`config.mk`:
```
export PLATFORM = sky130hd
export DESIGN_NAME = shift_seq_ctrl
export DESIGN_NICKNAME = d
export VERILOG_FILES = /design/src/rtl/shift_pkg.sv /design/src/rtl/shift_step1.sv /design/src/rtl/shift_seq_ctrl.sv
export SDC_FILE = /design/constraint.sdc
export NUM_CORES = 1
export LEC_CHECK = 0
export BUFFER_PORTS_ARGS = -buffer_cell sky130_fd_sc_hd__buf_2
export CAP_MARGIN = 20
export CORE_ASPECT_RATIO = 1.5
export CORE_UTILIZATION = 49
export CTS_CLUSTER_DIAMETER = 60
export DETAILED_ROUTE_END_ITERATION = 7
export HOLD_SLACK_MARGIN = 0.06
export PLACE_DENSITY = 0.89
export SLEW_MARGIN = 40
export SYNTH_ARGS = -nofsm -noshare
export SYNTH_HDL_FRONTEND = slang
export SYNTH_SLANG_ARGS = --single-unit
export TNS_END_PERCENT = 30
```
`constraint.sdc`:
```
create_clock -name clk -period 1.6 [get_ports clk]
set_input_delay 0.32 -clock clk [delete_from_list [all_inputs] [get_ports clk]]
set_output_delay 0.32 -clock clk [all_outputs]
set_load 0.01 [all_outputs]
```
`src/rtl/shift_pkg.sv`:
```
// Shared encodings and default sizes for the multi-cycle shift sequencer.
package shift_pkg;

    localparam int W_DEF  = 16;
    localparam int CW_DEF = 4;

    typedef enum logic [1:0] {
        OP_ROL = 2'b00,
        OP_SLL = 2'b01,
        OP_ROR = 2'b10,
        OP_SRL = 2'b11
    } op_e;

    typedef enum logic [1:0] {
        ST_IDLE  = 2'b00,
        ST_SHIFT = 2'b01,
        ST_DONE  = 2'b10
    } state_e;

endpackage

```
`src/rtl/shift_step1.sv`:
```
// Combinational single-position shifter: the one datapath step the sequencer iterates.
module shift_step1
    import shift_pkg::*;
#(
    parameter int W = W_DEF
) (
    input  logic [W-1:0] d,
    input  op_e          op,
    output logic [W-1:0] q
);

    always_comb begin
        // NOTE: q gets a value before the case so no path leaves it unassigned (no latch).
        q = d;
        unique case (op)
            OP_ROL: q = {d[W-2:0], d[W-1]};
            OP_SLL: q = {d[W-2:0], 1'b0};
            OP_ROR: q = {d[0], d[W-1:1]};
            OP_SRL: q = {1'b0, d[W-1:1]};
            default: q = d;
        endcase
    end

endmodule

```
`src/rtl/shift_seq_ctrl.sv`:
```
// Shift/rotate sequencer: one bit position per clock, valid/ready in and out,
// result held in DONE until consumed; abort and reset return to IDLE.
module shift_seq_ctrl
    import shift_pkg::*;
#(
    parameter int W  = W_DEF,
    parameter int CW = CW_DEF
) (
    input  logic          clk,
    input  logic          rst_n,
    input  logic          in_valid,
    output logic          in_ready,
    input  logic [W-1:0]  in_data,
    input  logic [CW-1:0] in_cnt,
    input  logic [1:0]    in_op,
    input  logic          abort,
    output logic          out_valid,
    input  logic          out_ready,
    output logic [W-1:0]  out_data,
    output logic          busy
);

    state_e        state_q, state_d;
    logic [W-1:0]  data_q, data_d;
    logic [CW-1:0] rem_q, rem_d;
    op_e           op_q, op_d;
    logic [W-1:0]  step_q;

    shift_step1 #(.W(W)) u_step (
        .d  (data_q),
        .op (op_q),
        .q  (step_q)
    );

    always_ff @(posedge clk) begin
        // NOTE: non-blocking assignments so every register samples pre-edge values.
        if (!rst_n) begin
            state_q <= ST_IDLE;
            data_q  <= '0;
            rem_q   <= '0;
            op_q    <= OP_ROL;
        end else begin
            state_q <= state_d;
            data_q  <= data_d;
            rem_q   <= rem_d;
            op_q    <= op_d;
        end
    end

    always_comb begin
        state_d = state_q;
        data_d  = data_q;
        rem_d   = rem_q;
        op_d    = op_q;
        unique case (state_q)
            ST_IDLE: begin
                // abort wins over a simultaneous request
                if (in_valid && !abort) begin
                    data_d  = in_data;
                    rem_d   = in_cnt;
                    op_d    = op_e'(in_op);
                    state_d = (in_cnt == '0) ? ST_DONE : ST_SHIFT;
                end
            end
            ST_SHIFT: begin
                if (abort) begin
                    state_d = ST_IDLE;
                end else begin
                    data_d = step_q;
                    // leaves SHIFT at remaining==1, so the decrement never wraps
                    rem_d  = rem_q - CW'(1);
                    if (rem_q == CW'(1))
                        state_d = ST_DONE;
                end
            end
            ST_DONE: begin
                if (abort || out_ready)
                    state_d = ST_IDLE;
            end
            default: state_d = ST_IDLE;
        endcase
    end

    assign in_ready  = (state_q == ST_IDLE);
    assign busy      = (state_q != ST_IDLE);
    assign out_valid = (state_q == ST_DONE);
    assign out_data  = data_q;

endmodule

```
==> impl_metrics.env <==
export IMPL_rr_startpoint="state_q[0]"
export IMPL_root_buffer="clkbuf_4"
export IMPL_setup_viol_count_final=0
export IMPL_grt_pass1_vias=1214
export IMPL_required_ns=1.28
export IMPL_cts_clk_slew_worst_paths_ns=0.13
export IMPL_dp_cells=243
export IMPL_grt_max_degree=21
export IMPL_insertedDiodeCount=0
export IMPL_ys_async_sr_fraction_pct=0
export IMPL_grt_overflow=0
export IMPL_synthMuxAreaShare_pct=13.00
export IMPL_rsz0062_at_grt="false"
export IMPL_status="finished clean"
export IMPL_cts_setup_buffers=0
export IMPL_vias=1360
export IMPL_dpl_cell_area_um2=1605
export IMPL_cts_resized=0
export IMPL_synth_top_family_by_area="compound AO/OA/AOI/OAI gates"
export IMPL_yosys_warnings=0
export IMPL_fmax_ghz=0.6736
export IMPL_drtAntennaViolNets=0
export IMPL_ys_flop_type="dfxtp_1"
export IMPL_synth_fp_nets=195
export IMPL_p_switching_mw=0.3625
export IMPL_drt_initial_drc_count=32
export IMPL_drtPass1Iterations=4
export IMPL_port_buffers=45
export IMPL_hpwl_um=2289
export IMPL_num_nets_final=241
export IMPL_antenna_found_initial=0
export IMPL_synth_compound_area_share_pct=24.57
export IMPL_synth_simple_area_share_pct=18.41
export IMPL_ir_drop_mv=0.5747
export IMPL_finalWirelength_um=2962
export IMPL_pwr_share_clk_pct=24.8
export IMPL_initial_utilization_pct=52.65
export IMPL_fin_area_um2=1642
export IMPL_intPower_mw=0.9037
export IMPL_num_io_pins=46
export IMPL_syn_cell_area_um2=1319
export IMPL_post_place_ws_ns=0.2015
export IMPL_syn_inst=166
export IMPL_clock_sinks=24
export IMPL_post_drt_wl_per_cell_um=11.99
export IMPL_grt_pass1_wl_um=5037
export IMPL_cts_hold_buf=0
export IMPL_synth_seq_area_share_pct=36.43
export IMPL_die_area_um2=2907
export IMPL_synth_seq_cells=24
export IMPL_worst_path_max_fanout=8
export IMPL_slew_headroom_pct=72.02
export IMPL_die_h_um=65.54
export IMPL_pwr_share_seq_pct=53.0
export IMPL_crit_path_start_kind="flop"
export IMPL_cp_startpoint="state_q[0]"
export IMPL_synthAdderAreaFrac_pct=1.898
export IMPL_setup_ws_ns=0.1154
export IMPL_critical_path_class="reg -> out"
export IMPL_synth_xor_area_share_pct=0
export IMPL_postSynthAreaPerCell_um2=7.944
export IMPL_cts_tree="yes"
export IMPL_cp_end_kind="output pin"
export IMPL_gp_congestion=0.8310
export IMPL_period_share_pct=92.79
export IMPL_vias_per_cell=5.506
export IMPL_powerDensity_nw_per_um2=771.3
export IMPL_core_area_um2=2505
export IMPL_skew_ns=0.005614
export IMPL_layout_cells_non_filler=247
export IMPL_worstMarginPinSlew_ns=0.4159
export IMPL_cts_buffers=3
export IMPL_htreeDepth=1
export IMPL_hp_start="in_op[0]"
export IMPL_slew_viol_final=0
export IMPL_arrival_ns=1.16
export IMPL_period_minus_slack_ns=1.485
export IMPL_synth_edff_count=0
export IMPL_rows=22
export IMPL_final_layout_size_suffix_gt1_share_pct=27.96
export IMPL_die_width_um=44.36
export IMPL_p_comb_share_pct=22.2
export IMPL_clockBufferDepth=2
export IMPL_synthDistinctLibCells=26
export IMPL_area_delta_synth_final_pct=24.48
export IMPL_worstHoldPathType="in -> reg"
export IMPL_drc=0
export IMPL_final_hold_violation_count=0
export IMPL_track_usage_pct=22.05
export IMPL_finalSetupTns_ns=0
export IMPL_maxCapViolations=0
export IMPL_clk_latency_ns=0.31
export IMPL_p_leak_nw=0.6573
export IMPL_switching_share_pct=28.63
layout make-up:
class	instances	area, um^2
fill	229	863.3
clock buffer	4	36.28
multi-input combinational	125	763.2
timing repair buffer	53	297.8
sequential	24	480.5
inverter	5	18.77
tap	36	45.04
through the flow:
step                      hold WS (ns)  power, mW  utilization (%)
after floorplan                 0.4377     0.8552                -
after global placement          0.4579     0.9592            64.09
after detailed placement        0.4707     0.9660            64.09
after CTS                       0.2404      1.271            65.53
after global routing            0.2454      1.329            65.53
final                           0.2433      1.266            65.53
cell usage in the layout (no fill, tap or decap):
cell       count
buf_2         45
nand2_1       37
dfxtp_1       24
a21oi_1       23
o211ai_1      18
mux2i_1       16
buf_4          7
nor2_1         6
inv_1          5
nand2b_1       4
nor3_1         3
clkbuf_4       3
nor2b_1        2
o21a_1         2
ha_1           2
a211oi_1       1
nor4_1         1
and2b_1        1
o21ai_1        1
mux2_2         1
o21ai_0        1
a311oi_1       1
or3b_1         1
a2111oi_2      1
or3_1          1
o32ai_1        1
o311ai_0       1
clkbuf_8       1
buf_12         1
power by group through the flow:
stage | clock (mW) | sequential [mW] | combinational, mW
after detailed placement | 0 | 0.685 | 0.281
after CTS | 0.318 | 0.672 | 0.282
final | 0.314 | 0.672 | 0.281
after global routing | 0.337 | 0.678 | 0.314
after floorplan | 0 | 0.689 | 0.166
after global placement | 0 | 0.684 | 0.275
cells by family (layout without fill, tap and decap cells):
kind of cell,count (synthesis),after routing
compound gates,50,50
fa+ha+maj,2,2
buf+inv,17,62
flops,24,24
mux,17,17
simple gates,56,56
layer usage:
metal  up-vias  wire length [um]  global-route usage (%)
met4         0                32                   6.818
met3         4               126                   1.648
met2        50              1510                   38.60
met5         -                 0                       0
met1       623              1293                   27.89
li1        683                 -                       -
flip-flops by register name, summed over array words and instances, names as in the netlist:
name,cells
state_q,2
rem_q,4
op_q,2
out_data,16
synth_stat cells, drive strengths merged (2+ instances only):
cell type	instances	area share (%)
nor2b	2	0.95
nor3	3	1.1
inv	5	1.4
o211ai	18	10
o21ai	2	0.76
clkbuf	5	1.4
nor2	6	1.7
nand2	37	11
nand2b	4	1.9
o21a	2	1.1
ha	2	1.9
buf	7	2.8
mux2i	16	12
dfxtp	24	36
a21oi	23	8.7
final timing paths:
kind                       end  slack [ns]  cells after the start
setup reg to reg  out_data[13]        0.17                      5
setup / recovery          busy        0.12                      3
hold reg to reg       rem_q[1]        0.48                      2
hold / removal         op_q[0]        0.24                      3
critical path, cell delays in order, from the launching register on:
cell and delay [ns]:
dfxtp_1 0.39, nor2_1 0.24, inv_1 0.09, buf_2 0.15
(Power assumes the default switching activity.)
